$ cat config.mk
export PLATFORM = sky130hd
export DESIGN_NAME = input_debounce
export DESIGN_NICKNAME = d
export VERILOG_FILES = /design/src/rtl/input_debounce_pkg.sv /design/src/rtl/input_debounce_ch.sv /design/src/rtl/input_debounce.sv
export SDC_FILE = /design/constraint.sdc
export NUM_CORES = 1
export LEC_CHECK = 0
export ABC_AREA = 1
export CAP_MARGIN = 5
export CORE_AREA = 3 3 40 42
export DETAILED_ROUTE_END_ITERATION = 10
export DIE_AREA = 0 0 43 45
export DONT_BUFFER_PORTS = 1
export MAX_ROUTING_LAYER = met4
export PLACE_DENSITY_LB_ADDON = 0.2
export SKIP_CTS_REPAIR_TIMING = 1
export SLEW_MARGIN = 20
export SYNTH_ARGS = -nofsm -noshare
export SYNTH_HDL_FRONTEND = slang
export SYNTH_SLANG_ARGS = --single-unit
$ cat constraint.sdc
create_clock -name clock -period 1.4 [get_ports clock]
set_input_delay 0.21 -clock clock [delete_from_list [all_inputs] [get_ports clock]]
set_output_delay 0.21 -clock clock [all_outputs]
set_load 0.01 [all_outputs]
$ cat src/rtl/input_debounce_pkg.sv
// Shared types and helpers for the input_debounce block.
package input_debounce_pkg;

    // Per-channel filter state: output agrees with input, or a change is being timed.
    typedef enum logic {
        ST_STABLE  = 1'b0,
        ST_PENDING = 1'b1
    } deb_state_e;

    // Counter width able to hold 0..cycles-1, never narrower than one bit.
    function automatic int unsigned cnt_width(input int unsigned cycles);
        int unsigned w;
        w = $clog2(cycles + 1);
        return (w < 1) ? 1 : w;
    endfunction

endpackage

$ cat src/rtl/input_debounce_ch.sv
// Single-channel conditioner: 2-flop synchronizer, saturating-count
// debounce filter and one-cycle rise/fall pulse generation.
module debounce_ch
    import input_debounce_pkg::*;
#(
    parameter int unsigned DEBOUNCE_CYCLES = 4,
    parameter int unsigned CNT_W           = 3
) (
    input  logic clock,
    input  logic reset,
    input  logic din,
    output logic dout,
    output logic rise,
    output logic fall
);

    localparam logic [CNT_W-1:0] TERMINAL = CNT_W'(DEBOUNCE_CYCLES - 1);

    logic             sync1;
    logic             sync2;
    deb_state_e       state_q;
    deb_state_e       state_d;
    logic [CNT_W-1:0] cnt_q;
    logic [CNT_W-1:0] cnt_d;
    logic             dout_d;
    logic             rise_d;
    logic             fall_d;
    logic             differ;
    logic             terminal;

    assign differ   = (sync2 != dout);
    assign terminal = (cnt_q == TERMINAL);

    // Two-flop synchronizer for the raw asynchronous level.
    always_ff @(posedge clock or posedge reset) begin
        if (reset) begin
            sync1 <= 1'b0;
            sync2 <= 1'b0;
        end else begin
            sync1 <= din;
            sync2 <= sync1;
        end
    end

    // State, counter and registered outputs.
    always_ff @(posedge clock or posedge reset) begin
        if (reset) begin
            state_q <= ST_STABLE;
            cnt_q   <= '0;
            dout    <= 1'b0;
            rise    <= 1'b0;
            fall    <= 1'b0;
        end else begin
            state_q <= state_d;
            cnt_q   <= cnt_d;
            dout    <= dout_d;
            rise    <= rise_d;
            fall    <= fall_d;
        end
    end

    // Next state and counter: count while the input disagrees, clear on revert or terminal count.
    // With DEBOUNCE_CYCLES=1 the terminal count is already reached in STABLE, so no PENDING visit.
    always_comb begin
        state_d = state_q;
        cnt_d   = cnt_q;
        case (state_q)
            ST_STABLE: begin
                if (differ && !terminal) begin
                    state_d = ST_PENDING;
                    cnt_d   = cnt_q + CNT_W'(1);
                end else begin
                    state_d = ST_STABLE;
                    cnt_d   = '0;
                end
            end
            ST_PENDING: begin
                if (!differ || terminal) begin
                    state_d = ST_STABLE;
                    cnt_d   = '0;
                end else begin
                    state_d = ST_PENDING;
                    cnt_d   = cnt_q + CNT_W'(1);
                end
            end
            default: begin
                state_d = ST_STABLE;
                cnt_d   = '0;
            end
        endcase
    end

    // Output level update and edge pulses on terminal count.
    always_comb begin
        dout_d = dout;
        rise_d = 1'b0;
        fall_d = 1'b0;
        if (differ && terminal) begin
            dout_d = sync2;
            rise_d = sync2;
            fall_d = ~sync2;
        end
    end

endmodule

$ cat src/rtl/input_debounce.sv
// Multi-channel input conditioner: NUM_CH independent debounce_ch instances.
module input_debounce
    import input_debounce_pkg::*;
#(
    parameter int unsigned NUM_CH          = 2,
    parameter int unsigned DEBOUNCE_CYCLES = 4
) (
    input  logic              clock,
    input  logic              reset,
    input  logic [NUM_CH-1:0] din,
    output logic [NUM_CH-1:0] dout,
    output logic [NUM_CH-1:0] rise,
    output logic [NUM_CH-1:0] fall
);

    localparam int unsigned CNT_W = cnt_width(DEBOUNCE_CYCLES);

    for (genvar i = 0; i < NUM_CH; i++) begin : g_ch
        debounce_ch #(
            .DEBOUNCE_CYCLES (DEBOUNCE_CYCLES),
            .CNT_W           (CNT_W)
        ) u_ch (
            .clock (clock),
            .reset (reset),
            .din   (din[i]),
            .dout  (dout[i]),
            .rise  (rise[i]),
            .fall  (fall[i])
        );
    end

endmodule

Word level (Yosys, flattened, before mapping):

Index checks and enable logic that the tools add are counted.

* register bits after elaboration: 18
* input port bits: 4
* word-level logic and storage cells: 50
* output and inout port bits: 6

* bitwise gates (word level): 4
* eq/ne operators: 4
* reductions and logical operators: 10
* mux-type cells: 16
* add/subtract/negate cells: 2

Operators by type and width (number)
* 3-bit two-way mux: 4
* 3-bit case mux with 2 select lines: 2
* 1-bit two-way mux: 8
* 3-bit by 1-bit adder with 3-bit output, second input constant: 2
* 3-bit by 2-bit equality test with 1-bit output, second input constant: 2
* 1-bit logical AND: 4
* 1-bit logical NOT: 4
* 1-bit inverter: 4
* 1-bit case mux with 2 select lines: 2
* 1-bit logical OR: 2
* 1-bit != test: 2

Longest topological paths before layout:

Gate-level depths: netlist (run 1).

* depth in word-level cells: 5
* depth in mapped cells: 5
* mapped depth without buffers: 5

By module:

Synthesis (run 1) repeated with hierarchy kept, for this count alone.

* cell total of the unflattened synthesis: 54
* area total of the unflattened synthesis: 585.6 µm²

By module, submodules not included
* debounce_ch: instances 2, sequential area each 200.2 µm², area each 292.8 µm², cells an instance 27

Least setup slack after synthesis (run 1):

Ideal clock, no wire load.

* kind: register -> register
* start: reg g_ch[0].u_ch.cnt_q[0]
* end: reg g_ch[0].u_ch.dout
* arrival: 0.906 ns
* stages on the path, launching flop included: 5
* slack: 0.365 ns
* required time: 1.271 ns
* period minus slack after synthesis: 1.035 ns
* library setup time: 0.129 ns
* path through: dfrtp_1 -> ha_1 -> ha_1 -> inv_1 -> o21ai_0

* word-level cells in the longest chain between the ends: 2

Ends and longest elaborated chain
* start: declaration: RTL line input_debounce_ch.sv:23 `logic [CNT_W-1:0] cnt_q;`
* start signal: assignment: RTL line input_debounce_ch.sv:55 `cnt_q <= cnt_d;`
* 3-bit by 2-bit equality test with 1-bit output: RTL line input_debounce_ch.sv:32 `assign terminal = (cnt_q == TERMINAL);`
* 1-bit logical AND: RTL line input_debounce_ch.sv:98 `if (differ && terminal) begin`
* end signal: assignment: RTL line input_debounce_ch.sv:56 `dout <= dout_d;`
* end: declaration: RTL line input_debounce_ch.sv:12 `output logic dout,`

Every way passes these cells.
A chain may end at the register's enable or synchronous reset.

Worst setup path in the final report (run 1):

* start: reg g_ch[0].u_ch.cnt_q[0]
* end: reg g_ch[0].u_ch.cnt_q[1]

* word-level cells in the longest chain between the ends: 5
* elaborated cells on any way between the ends: 8
* classes of those cells: add/sub: 1; eq/ne: 1; mux: 3; reduce/logical: 3

Ends and longest elaborated chain
* parallel branches: the longest is 4 deep, another holds 3-bit by 1-bit adder with 3-bit output
* 3-bit case mux with 2 select lines (*): RTL line input_debounce_ch.sv:67 `case (state_q)`
* named net g_ch[0].u_ch.cnt_d[1]: RTL line input_debounce_ch.sv:24 `logic [CNT_W-1:0] cnt_d;`

Mark *: on every way through the listed nets, which the timed path passes.

==> qor.yml, run 1 <==
timing:
  holdWs_ps: 359
  rsz0062_at_grt: "false"
  finClkSkew_ps: 3.39
  min_period_ps: 1160
  fin_tns_setup_ps: 0
  final_hold_viol_count: 0
  finalCritPeriodShare_pct: 83.0
  tightest_slew_ps: 573
  fmax_ghz: 0.861
  layout_setup_ws_ps: 239
  finalSetupViolations: 0
  maxSlewViolCount: 0
  slew_headroom_pct: 61.7
synth:
  synth.top_cell.area_share_pct: 63.7
  ys_seq_area_share_pct: 63.7
  synth.top_cells.by_area: "dfrtp_1 64%, ha_1 8.0%, buf_4 7.2%, inv_1 6.6%, nor2_1 6.0%"
  synth-seq-cells: 16
  syn_nets: 67
  syn_avg_cell_area_um2: 10.6
  yosysMostFrequentCell: "dfrtp_1"
  ys_types: 8
  synth-edff-count: 0
  synth_top_area_cell: "dfrtp_1"
  async_flop_share_pct: 100
  synth_warnings: 0
  synth_cells: 59
  synthTopCellsByCount: "16 x dfrtp_1, 11 x inv_1, 10 x nor2_1"
  syn_area_um2: 628
  ys.flop_type: "dfrtp_1"
finish:
  area_growth_pct: 6.37
  utilization_pct: 52.0
  fillCellCount: 111
  nNetsFinal: 69
  diodes: 0
  drive_above_1_share_pct: 10.0
pwr:
  p_sw_share_pct: 29.7
  switching_power_uw: 334
  power.density_mw_per_mm2: 1680
  clockPowerShare_pct: 26.1
  seq_power_share_pct: 55.5
  vdd_drop_max_uv: 605
  intPower_uw: 791
  pwr-share-comb_pct: 18.4
  p_leak_nw: 0.351
routing:
  ant_nets: 0
  wl_per_cell_um: 10.4
  drtPass1Iterations: 2
  remaining_drc_errors: 0
  via_per_inst: 4.37
  routed_wl_um: 781
  dr.first_iter.drc_count: 2
  num_vias: 328
worst_setup_path:
  critPathMaxStageDelay_ps: 400
  path_max_fanout: 5
  critPathArrivalTime_ps: 1370
  crit_type: "reg2reg"
  crit_path_frequent_cell: "ha_1"
  endpoint_kind: "flop"
  r2r_setup_slack_ps: 240
  crit_slowest_cell: "dfrtp_1"
  critPathRequiredTime_ps: 1610
  rr_worst_depth: 5
  critPathLaunchType: "flop"
  crit_chain: "ha_1, ha_1, inv_1, nand2_2, nor2_1"
place:
  portBuffers: 0
  dp_hpwl_um: 587
  place_congestion: 0.648
  pre_cts_slack_ps: 264
floorplan:
  start_util_pct: 48.9
  coreArea_mm2: 0.00128
  die_h_um: 45
  num_rows: 13
  dieArea_mm2: 0.00194
  die_width_um: 43
  num_io_pins: 10
hold_path:
  holdPathStages: 0
  min_path_type: "reg2reg"
clock_network:
  clk_pin_slew_ps: 90
  cts.sinks: 16
  clock_latency_ps: 280
  h-tree-depth: 1
  clockBufferDepth: 2
  ctsRootBufferMaster: "clkbuf_4"
  cts_tree: "built"
  cts_buffers: 3
run_status:
  status: "complete, no violations"
grt:
  grtUsageTotal_pct: 9.91
  overflow: 0
  grt_pass1_wl_um: 1330
  antenna_found_initial: 0
  grt_pass1_vias: 320
  grt_start_max_net_pins: 17
flow_run:
  maxCapViolations: 0
final timing paths:
path | end | from
setup / recovery | g_ch[0].u_ch.cnt_q[1]$_DFF_PP0_ | g_ch[0].u_ch.cnt_q[0]$_DFF_PP0_
hold reg to reg | g_ch[0].u_ch.sync2$_DFF_PP0_ | g_ch[0].u_ch.sync1$_DFF_PP0_
hold / removal | g_ch[0].u_ch.sync2$_DFF_PP0_ | g_ch[0].u_ch.sync1$_DFF_PP0_
min in group asynchronous | g_ch[1].u_ch.cnt_q[1]$_DFF_PP0_ | reset
max in group asynchronous | g_ch[1].u_ch.dout$_DFFE_PP0P_ | reset
setup reg to reg | g_ch[0].u_ch.cnt_q[1]$_DFF_PP0_ | g_ch[0].u_ch.cnt_q[0]$_DFF_PP0_
final cells by class:
| cell class | count | area, um2 | area share (%) |
|---|---|---|---|
| inverters | 11 | 41.3 | 6.18 |
| clock buffers | 4 | 36.3 | 5.43 |
| well taps | 15 | 18.8 | 2.81 |
| flip-flops and latches | 16 | 400 | 59.9 |
| repair buffers | 3 | 30.0 | 4.49 |
| multi-input cells | 26 | 141 | 21.2 |
per-layer routing:
layer	track usage, %	vias to the layer above	wire (um)
li1	-	169	-
met5	-	-	0
met3	2.79	2	42
met2	15.3	9	382
met4	7.23	0	12
met1	11.1	148	344
critical path, delay by kind of cell, from the launching register on:
kind / cells / cell delay [ps]
DFF: 1 / 400
adders and majority gates: 2 / 390
and+or+nand+nor: 2 / 170
buffers and inverters: 1 / 140
layout by cell type (no fill, tap or decap):
| master | count |
|---|---|
| o21ai_0 | 3 |
| nand2_2 | 2 |
| clkbuf_4 | 3 |
| nor2_1 | 10 |
| inv_1 | 11 |
| dlygate4sd3_1 | 3 |
| nand2_1 | 7 |
| ha_1 | 4 |
| clkbuf_8 | 1 |
| dfrtp_1 | 16 |
power groups by stage:
stage	Sequential (mW)	Clock (mW)	Combinational (mW)
after detailed placement	0.634	0	0.208
after global placement	0.631	0	0.199
final	0.624	0.294	0.207
after CTS	0.625	0.310	0.207
after global routing	0.637	0.325	0.260
after floorplan	0.600	0	0.238
metrics by stage:
| step | total power, mW | std cells | area [um2] |
|---|---|---|---|
| after floorplan | 0.838 | 59 | 628 |
| after CTS | 1.14 | 72 | 638 |
| final | 1.13 | 75 | 668 |
| after global routing | 1.22 | 75 | 668 |
| after detailed placement | 0.842 | 68 | 602 |
| after global placement | 0.830 | 68 | 602 |
registers in the layout, indices dropped and copies added (netlist names):
name	cells
g_ch.u_ch.dout	2
g_ch.u_ch.cnt_q	6
g_ch.u_ch.rise	2
g_ch.u_ch.sync2	2
g_ch.u_ch.sync1	2
g_ch.u_ch.fall	2
logic make-up (layout without fill, tap and decap cells):
logic type,Yosys count,in the layout,share of synthesized area (%)
and+or+nand+nor,19,19,12.2
adders and majority gates,4,4,7.97
AOI/OAI and AO/OA,3,3,2.39
buffers and inverters,17,18,13.7
DFF,16,16,63.7
No activity file was read; power rests on OpenSTA's default activity.
==> run 2: changes to the inputs <==
==> constraint.sdc (replaced) <==
create_clock -name clock -period 1 [get_ports clock]
set_input_delay 0.15 -clock clock [delete_from_list [all_inputs] [get_ports clock]]
set_output_delay 0.15 -clock clock [all_outputs]
set_load 0.01 [all_outputs]
==> run 2 against run 1 <==
The flow now finishes with violations (negative setup slack). Sequential cell count unchanged. Sequential power increased by 42%. Critical endpoint is now g_ch[0].u_ch.dout$_DFFE_PP0P_. Clock-buffer cell count stayed put. Non-clock buffer count grew 2. Total power grew 60%. Fmax grew 10%. Sequential share of layout area fell by 6.7 points. Global-route usage increased by 1.7 points. Worst hold slack got worse by 190 ps. Combinational power is 140% higher.
==> qor.yml, run 2 (synthesis gave the netlist of run 1 again) <==
timing:
  finClkSkew_ps: 0.514  # was 3.39 ps
  slew_headroom_pct: 85.7  # was 61.7%
  finalCritPeriodShare_pct: 105  # was 83.0%
  min_period_ps: 1050  # was 1160 ps
  tightest_slew_ps: 214  # was 573 ps
  fmax_ghz: 0.951  # was 0.861 GHz
  final_hold_viol_count: 0  # unchanged
  holdWs_ps: 173  # was 359 ps
  layout_setup_ws_ps: -51.7  # was 239 ps
  rsz0062_at_grt: "true"  # was false
  maxSlewViolCount: 0  # unchanged
  fin_tns_setup_ps: -278  # was 0 ps
  finalSetupViolations: 7  # was 0
worst_setup_path:
  crit_slowest_cell: "dfrtp_1"  # unchanged
  crit_chain: "ha_2, ha_4, inv_4, o21ai_2, o21ai_1"  # was ha_1, ha_1, inv_1, nand2_2, nor2_1
  critPathArrivalTime_ps: 1220  # was 1370 ps
  critPathLaunchType: "flop"  # unchanged
  crit_buf_inv: 1  # unchanged
  critPathRequiredTime_ps: 1170  # was 1610 ps
  endpoint_kind: "flop"  # unchanged
  critPathMaxStageDelay_ps: 370  # was 400 ps
  path_max_fanout: 5  # unchanged
  crit_type: "reg2reg"  # unchanged
  crit_family: "flip-flops"  # unchanged
grt:
  antenna_found_initial: 0  # unchanged
  grt_start_max_net_pins: 14  # was 17
  grtUsageTotal_pct: 11.6  # was 9.91%
  overflow: 0  # unchanged
  grt_pass1_wl_um: 1440  # was 1330 um
  grt_pass1_vias: 352  # was 320
clock_network:
  cts_tree: "built"  # unchanged
  cts.sinks: 16  # unchanged
  clock_latency_ps: 280  # about the same
  ctsRootBufferMaster: "clkbuf_4"  # unchanged
  clk_pin_slew_ps: 80  # was 90 ps
  h-tree-depth: 1  # unchanged
  clockBufferDepth: 2  # unchanged
  cts_buffers: 3  # unchanged
place:
  dp_hpwl_um: 594  # was 587 um
  placed_area_um2: 612  # was 602 um2
  portBuffers: 0  # unchanged
  pre_cts_slack_ps: -104  # was 264 ps
  place_congestion: 0.698  # was 0.648
hold_path:
  min_path_type: "in2async"  # was reg2reg
routing:
  ant_nets: 0  # unchanged
  num_vias: 362  # was 328
  wl_per_cell_um: 12.0  # was 10.4 um
  routed_wl_um: 924  # was 781 um
  remaining_drc_errors: 0  # unchanged
  via_per_inst: 4.70  # was 4.37
  drtPass1Iterations: 1  # was 2
  dr.first_iter.drc_count: 0  # was 2
flow_run:
  maxCapViolations: 0  # unchanged
finish:
  utilization_pct: 58.5  # was 52.0%
  area_growth_pct: 19.7  # was 6.37%
  fillCellCount: 105  # was 111
  ff_latch_area_um2: 400  # unchanged
  drive_above_1_share_pct: 33.9  # was 10.0%
  final_common_cell: "dfrtp_1"  # unchanged
  multi_input_area_um2: 205  # was 141 um2
  layout_common_cells: "16 x dfrtp_1, 9 x inv_1, 7 x nand2_1"  # was 16 x dfrtp_1, 11 x inv_1, 10 x nor2_1
  nNetsFinal: 71  # was 69
  max_flop_register: "g_ch.u_ch.cnt_q"  # unchanged
  largest_reg_flops: 6  # unchanged
  final_area_um2: 752  # was 668 um2
  diodes: 0  # unchanged
floorplan:
  coreArea_mm2: 0.00128  # unchanged
  num_rows: 13  # unchanged
  die_h_um: 45  # unchanged
  dieArea_mm2: 0.00194  # unchanged
  num_io_pins: 10  # unchanged
  die_width_um: 43  # unchanged
  start_util_pct: 48.9  # unchanged
pwr:
  vdd_drop_max_uv: 994  # was 605 uV
  p_leak_nw: 0.364  # was 0.351 nW
  switching_power_uw: 583  # was 334 uW
  power.density_mw_per_mm2: 2390  # was 1680 mW/mm2
  p_sw_share_pct: 32.4  # was 29.7%
  clockPowerShare_pct: 22.5  # was 26.1%
  intPower_mw: 1.21  # was 791 uW
  seq_power_share_pct: 49.4  # was 55.5%
  pwr-share-comb_pct: 28.1  # was 18.4%
run_status:
  violations: "negative setup slack"
  status: "finished with violations"  # was complete, no violations
## run 2: cell types whose count changed in the layout (fill, tap and decap cells not counted), sizes merged
cell,delta
buf,+2
## run 2: metal layers
metal  global-route usage [%]  up-vias  share of wire [%]  routed length (um)
li1                         -      176                  -                   -
met1                     11.1      164                 35                 328
met2                     15.9       15                 50                 466
met3                     7.17        7                9.3                  86
met4                     10.8        0                4.7                  43
met5                        -        -                  0                   0
## run 2: power by group through the flow
stage	sequential (mW)	combinational [mW]	clock [mW]
after floorplan	0.840	0.340	0
after global placement	0.883	0.290	0
after detailed placement	0.891	0.303	0
after CTS	0.877	0.305	0.423
after global routing	0.909	0.592	0.450
final	0.888	0.505	0.405
## run 2: path summary, 6_finish.rpt
path	startpoint	to	slack (ps)	cells past startpoint
max	g_ch[0].u_ch.cnt_q[0]$_DFF_PP0_	g_ch[0].u_ch.dout$_DFFE_PP0P_	-50	5
min reg2reg	g_ch[0].u_ch.sync1$_DFF_PP0_	g_ch[0].u_ch.sync2$_DFF_PP0_	360	0
max reg2reg	g_ch[0].u_ch.cnt_q[0]$_DFF_PP0_	g_ch[0].u_ch.dout$_DFFE_PP0P_	-50	5
min in group clock	g_ch[0].u_ch.sync1$_DFF_PP0_	g_ch[0].u_ch.sync2$_DFF_PP0_	360	0
max in group asynchronous	reset	g_ch[1].u_ch.cnt_q[1]$_DFF_PP0_	450	3
min	reset	g_ch[1].u_ch.fall$_DFF_PP0_	170	2
## run 2: stage by stage
stage               total power [mW]  std cells
finish                          1.80         77
floorplan                       1.18         59
global placement                1.17         69
detailed placement              1.19         69
global route                    1.95         77
CTS                             1.60         73
## run 2: cell type report
cell class	count	share of cell area [%]
clock buffers	4	4.83
inverters	11	6.16
multi-input cells	26	27.3
flip-flops and latches	16	53.2
well taps	15	2.50
repair buffers	5	5.99
==> run 3: changes to the inputs <==
--- a/config.mk
+++ b/config.mk
@@ -5,7 +5,7 @@
 export SDC_FILE = /design/constraint.sdc
 export NUM_CORES = 1
 export LEC_CHECK = 0
-export ABC_AREA = 1
+export ABC_AREA = 0
 export CAP_MARGIN = 5
 export CORE_AREA = 3 3 40 42
 export DETAILED_ROUTE_END_ITERATION = 10
@@ -14,7 +14,7 @@
 export MAX_ROUTING_LAYER = met4
 export PLACE_DENSITY_LB_ADDON = 0.2
 export SKIP_CTS_REPAIR_TIMING = 1
-export SLEW_MARGIN = 20
+export SLEW_MARGIN = 5
 export SYNTH_ARGS = -nofsm -noshare
 export SYNTH_HDL_FRONTEND = slang
 export SYNTH_SLANG_ARGS = --single-unit
==> run 3 against run 2 <==
The flow still finishes with violations (negative setup slack). Clock-buffer cell count unchanged. Global-route usage decreased by 1.3 points. Sequential share of layout area decreased by 0.088 points. Setup slack improved by 23 ps. Final area increased by 0.17%. Register-to-register slack improved by 20 ps. Combinational power increased by 19%. Critical path depth decreased by 2. Area after synthesis decreased by 1.8%. Total power increased by 4.7%. Clock power increased by 1%. Via count decreased by 11%. Highest routed layer is now met3.
==> qor.yml, run 3 <==
timing:
  layout_setup_ws_ps: -28.3  # was -51.7 ps
  fmax_ghz: 0.973  # was 0.951 GHz
  tightest_slew_ps: 579  # was 214 ps
  rsz0062_at_grt: "true"  # unchanged
  fin_tns_setup_ps: -79.7  # was -278 ps
  final_hold_viol_count: 0  # unchanged
  maxSlewViolCount: 0  # unchanged
  finalCritPeriodShare_pct: 103  # was 105%
  finClkSkew_ps: 4.48  # was 0.514 ps
  holdWs_ps: 356  # was 173 ps
  slew_headroom_pct: 61.3  # was 85.7%
  min_period_ps: 1030  # was 1050 ps
  finalSetupViolations: 7  # unchanged
clock_network:
  h-tree-depth: 1  # unchanged
  clock_latency_ps: 280  # about the same
  cts_tree: "built"  # unchanged
  clk_pin_slew_ps: 90  # was 80 ps
  ctsRootBufferMaster: "clkbuf_4"  # unchanged
  cts.sinks: 16  # unchanged
  cts_buffers: 3  # unchanged
  clockBufferDepth: 2  # unchanged
worst_setup_path:
  path_max_fanout: 6  # was 5
  critPathLaunchType: "flop"  # unchanged
  crit_chain: "ha_2, ha_4, nor3_2"  # was ha_2, ha_4, inv_4, o21ai_2, o21ai_1
  r2r-start: "g_ch[0].u_ch.cnt_q[0]$_DFF_PP0_"  # unchanged
  endpoint_kind: "flop"  # unchanged
  crit_start: "g_ch[0].u_ch.cnt_q[0]$_DFF_PP0_"  # unchanged
  crit_family: "flip-flops"  # unchanged
  critPathArrivalTime_ps: 1230  # was 1220 ps
  critPathMaxStageDelay_ps: 400  # was 370 ps
  crit_type: "reg2reg"  # unchanged
  crit_buf_inv: 0  # was 1
  critPathRequiredTime_ps: 1200  # was 1170 ps
  crit_slowest_cell: "dfrtp_1"  # unchanged
finish:
  largest_reg_flops: 6  # unchanged
  area_growth_pct: 22.1  # was 19.7%
  fillCellCount: 102  # was 105
  final_area_um2: 753  # was 752 um2
  layout_common_cells: "16 x dfrtp_1, 5 x inv_1"  # was 16 x dfrtp_1, 9 x inv_1, 7 x nand2_1
  max_flop_register: "g_ch.u_ch.cnt_q"  # unchanged
  final_common_cell: "dfrtp_1"  # unchanged
  utilization_pct: 58.6  # was 58.5%
  drive_above_1_share_pct: 40.4  # was 33.9%
  diodes: 0  # unchanged
  nNetsFinal: 61  # was 71
  final_cell_count_no_fill: 67  # was 77
floorplan:
  num_io_pins: 10  # unchanged
  die_h_um: 45  # unchanged
  dieArea_mm2: 0.00194  # unchanged
  start_util_pct: 48.0  # was 48.9%
  die_width_um: 43  # unchanged
  coreArea_mm2: 0.00128  # unchanged
  num_rows: 13  # unchanged
pwr:
  power.density_mw_per_mm2: 2500  # was 2390 mW/mm2
  intPower_mw: 1.33  # was 1.21 mW
  pwr-share-comb_pct: 31.9  # was 28.1%
  clockPowerShare_pct: 21.8  # was 22.5%
  power_mw: 1.88  # was 1.80 mW
  p_leak_nw: 0.344  # was 0.364 nW
  switching_power_uw: 550  # was 583 uW
  vdd_drop_max_uv: 1190  # was 994 uV
  p_sw_share_pct: 29.2  # was 32.4%
  seq_power_share_pct: 46.3  # was 49.4%
place:
  dp_hpwl_um: 635  # was 594 um
  placed_area_um2: 626  # was 612 um2
  post-place-cells: 58  # was 69
  place_congestion: 0.661  # was 0.698
  pre_cts_slack_ps: -136  # was -104 ps
  portBuffers: 0  # unchanged
routing:
  ant_nets: 0  # unchanged
  via_per_inst: 4.81  # was 4.70
  wl_per_cell_um: 12.2  # was 12.0 um
  routed_wl_um: 817  # was 924 um
  num_vias: 322  # was 362
  remaining_drc_errors: 0  # unchanged
  dr.first_iter.drc_count: 0  # unchanged
  drtPass1Iterations: 1  # unchanged
grt:
  overflow: 0  # unchanged
  grt_start_max_net_pins: 17  # was 14
  grt_pass1_wl_um: 1390  # was 1440 um
  grtUsageTotal_pct: 10.3  # was 11.6%
  grt_pass1_vias: 309  # was 352
  antenna_found_initial: 0  # unchanged
flow_run:
  maxCapViolations: 0  # unchanged
synth:
  synth.top_cells.by_area: "dfrtp_1 65%, ha_1 8.1%, buf_4 7.3%, nor3b_2 4.1%, nor3_1 3.2%"  # was dfrtp_1 64%, ha_1 8.0%, buf_4 7.2%, inv_1 6.6%, nor2_1 6.0%
  synthMuxAreaShare_pct: 0  # unchanged
  synth_top_family_by_area: "simple AND/OR/NAND/NOR gates"  # was buffers and inverters
  synth_fa_ha_area_share_pct: 8.11  # was 7.97%
  ys_types: 11  # was 8
  ys_seq_area_share_pct: 64.9  # was 63.7%
  ys.flop_type: "dfrtp_1"  # unchanged
  synth_warnings: 0  # unchanged
  synth_cells: 47  # was 59
  synth-seq-cells: 16  # unchanged
  synth_top_area_cell: "dfrtp_1"  # unchanged
  synth.top_cell.area_share_pct: 64.9  # was 63.7%
  synth_compound_area_share_pct: 1.62  # was 2.39%
  syn_nets: 55  # was 67
  synthTopCellsByCount: "16 x dfrtp_1, 6 x buf_4, 5 x inv_1"  # was 16 x dfrtp_1, 11 x inv_1, 10 x nor2_1
  syn_avg_cell_area_um2: 13.1  # was 10.6 um2
  syn_area_um2: 617  # was 628 um2
  yosys.area_share.simple_pct: 12.2  # about the same
  synth-edff-count: 0  # unchanged
  synth_xor_area_share_pct: 2.84  # was 0%
  yosysMostFrequentCell: "dfrtp_1"  # unchanged
  async_flop_share_pct: 100  # unchanged
run_status:
  status: "finished with violations"  # unchanged
  violations: "negative setup slack"  # unchanged
hold_path:
  min_path_type: "in2async"  # unchanged
-- run 3: cell types whose count changed in the layout (fill, tap and decap cells not counted), sizes merged --
cell   before  now
nor3        0    4
inv        11    5
xnor2       0    2
o21ai       3    2
nand2       9    2
buf         2    4
nor3b       0    4
nor2       10    2
-- run 3: worst paths after layout --
kind / end / slack [ps] / depth (start not counted)
setup / recovery: g_ch[0].u_ch.cnt_q[2]$_DFF_PP0_ / -30 / 3
hold / removal: g_ch[1].u_ch.rise$_DFF_PP0_ / 360 / 2
setup reg to reg: g_ch[0].u_ch.cnt_q[2]$_DFF_PP0_ / -30 / 3
hold reg to reg: g_ch[1].u_ch.sync2$_DFF_PP0_ / 360 / 0
max in group asynchronous: g_ch[1].u_ch.fall$_DFF_PP0_ / 260 / 2
min in group clock: g_ch[1].u_ch.sync2$_DFF_PP0_ / 360 / 0
-- run 3: logic make-up (layout without fill, tap and decap cells) --
group | count (synthesis) | after routing
flops | 16 | 16
fa+ha+maj | 4 | 4
compound gates | 2 | 2
simple gates | 12 | 12
buf+inv | 11 | 16
xor+xnor | 2 | 2
-- run 3: metal layers --
layer,global-route usage (%),part of all wire (%),vias up
li1,-,-,154
met1,12.4,43,161
met2,16.8,52,7
met3,2.79,5.0,0
met4,3.61,0,0
met5,-,0,-
-- run 3: final cells by class --
cell class	count	area (um2)	area share (%)
repair buffers	7	63.8	8.47
well taps	15	18.8	2.49
clock buffers	4	36.3	4.82
flip-flops and latches	16	400	53.2
inverters	5	18.8	2.49
multi-input cells	20	215	28.6
-- run 3: worst register-to-register path: stages, from the launching register on --
cell and delay [ps]:
dfrtp_1 400, ha_2 190, ha_4 180, nor3_2 190
-- run 3: power groups by stage --
stage | Clock [mW] | Combinational (mW) | Sequential [mW]
after floorplan | 0 | 0.378 | 0.865
after global placement | 0 | 0.406 | 0.866
after detailed placement | 0 | 0.447 | 0.882
after CTS | 0.430 | 0.449 | 0.868
after global routing | 0.451 | 0.682 | 0.886
final | 0.411 | 0.600 | 0.872
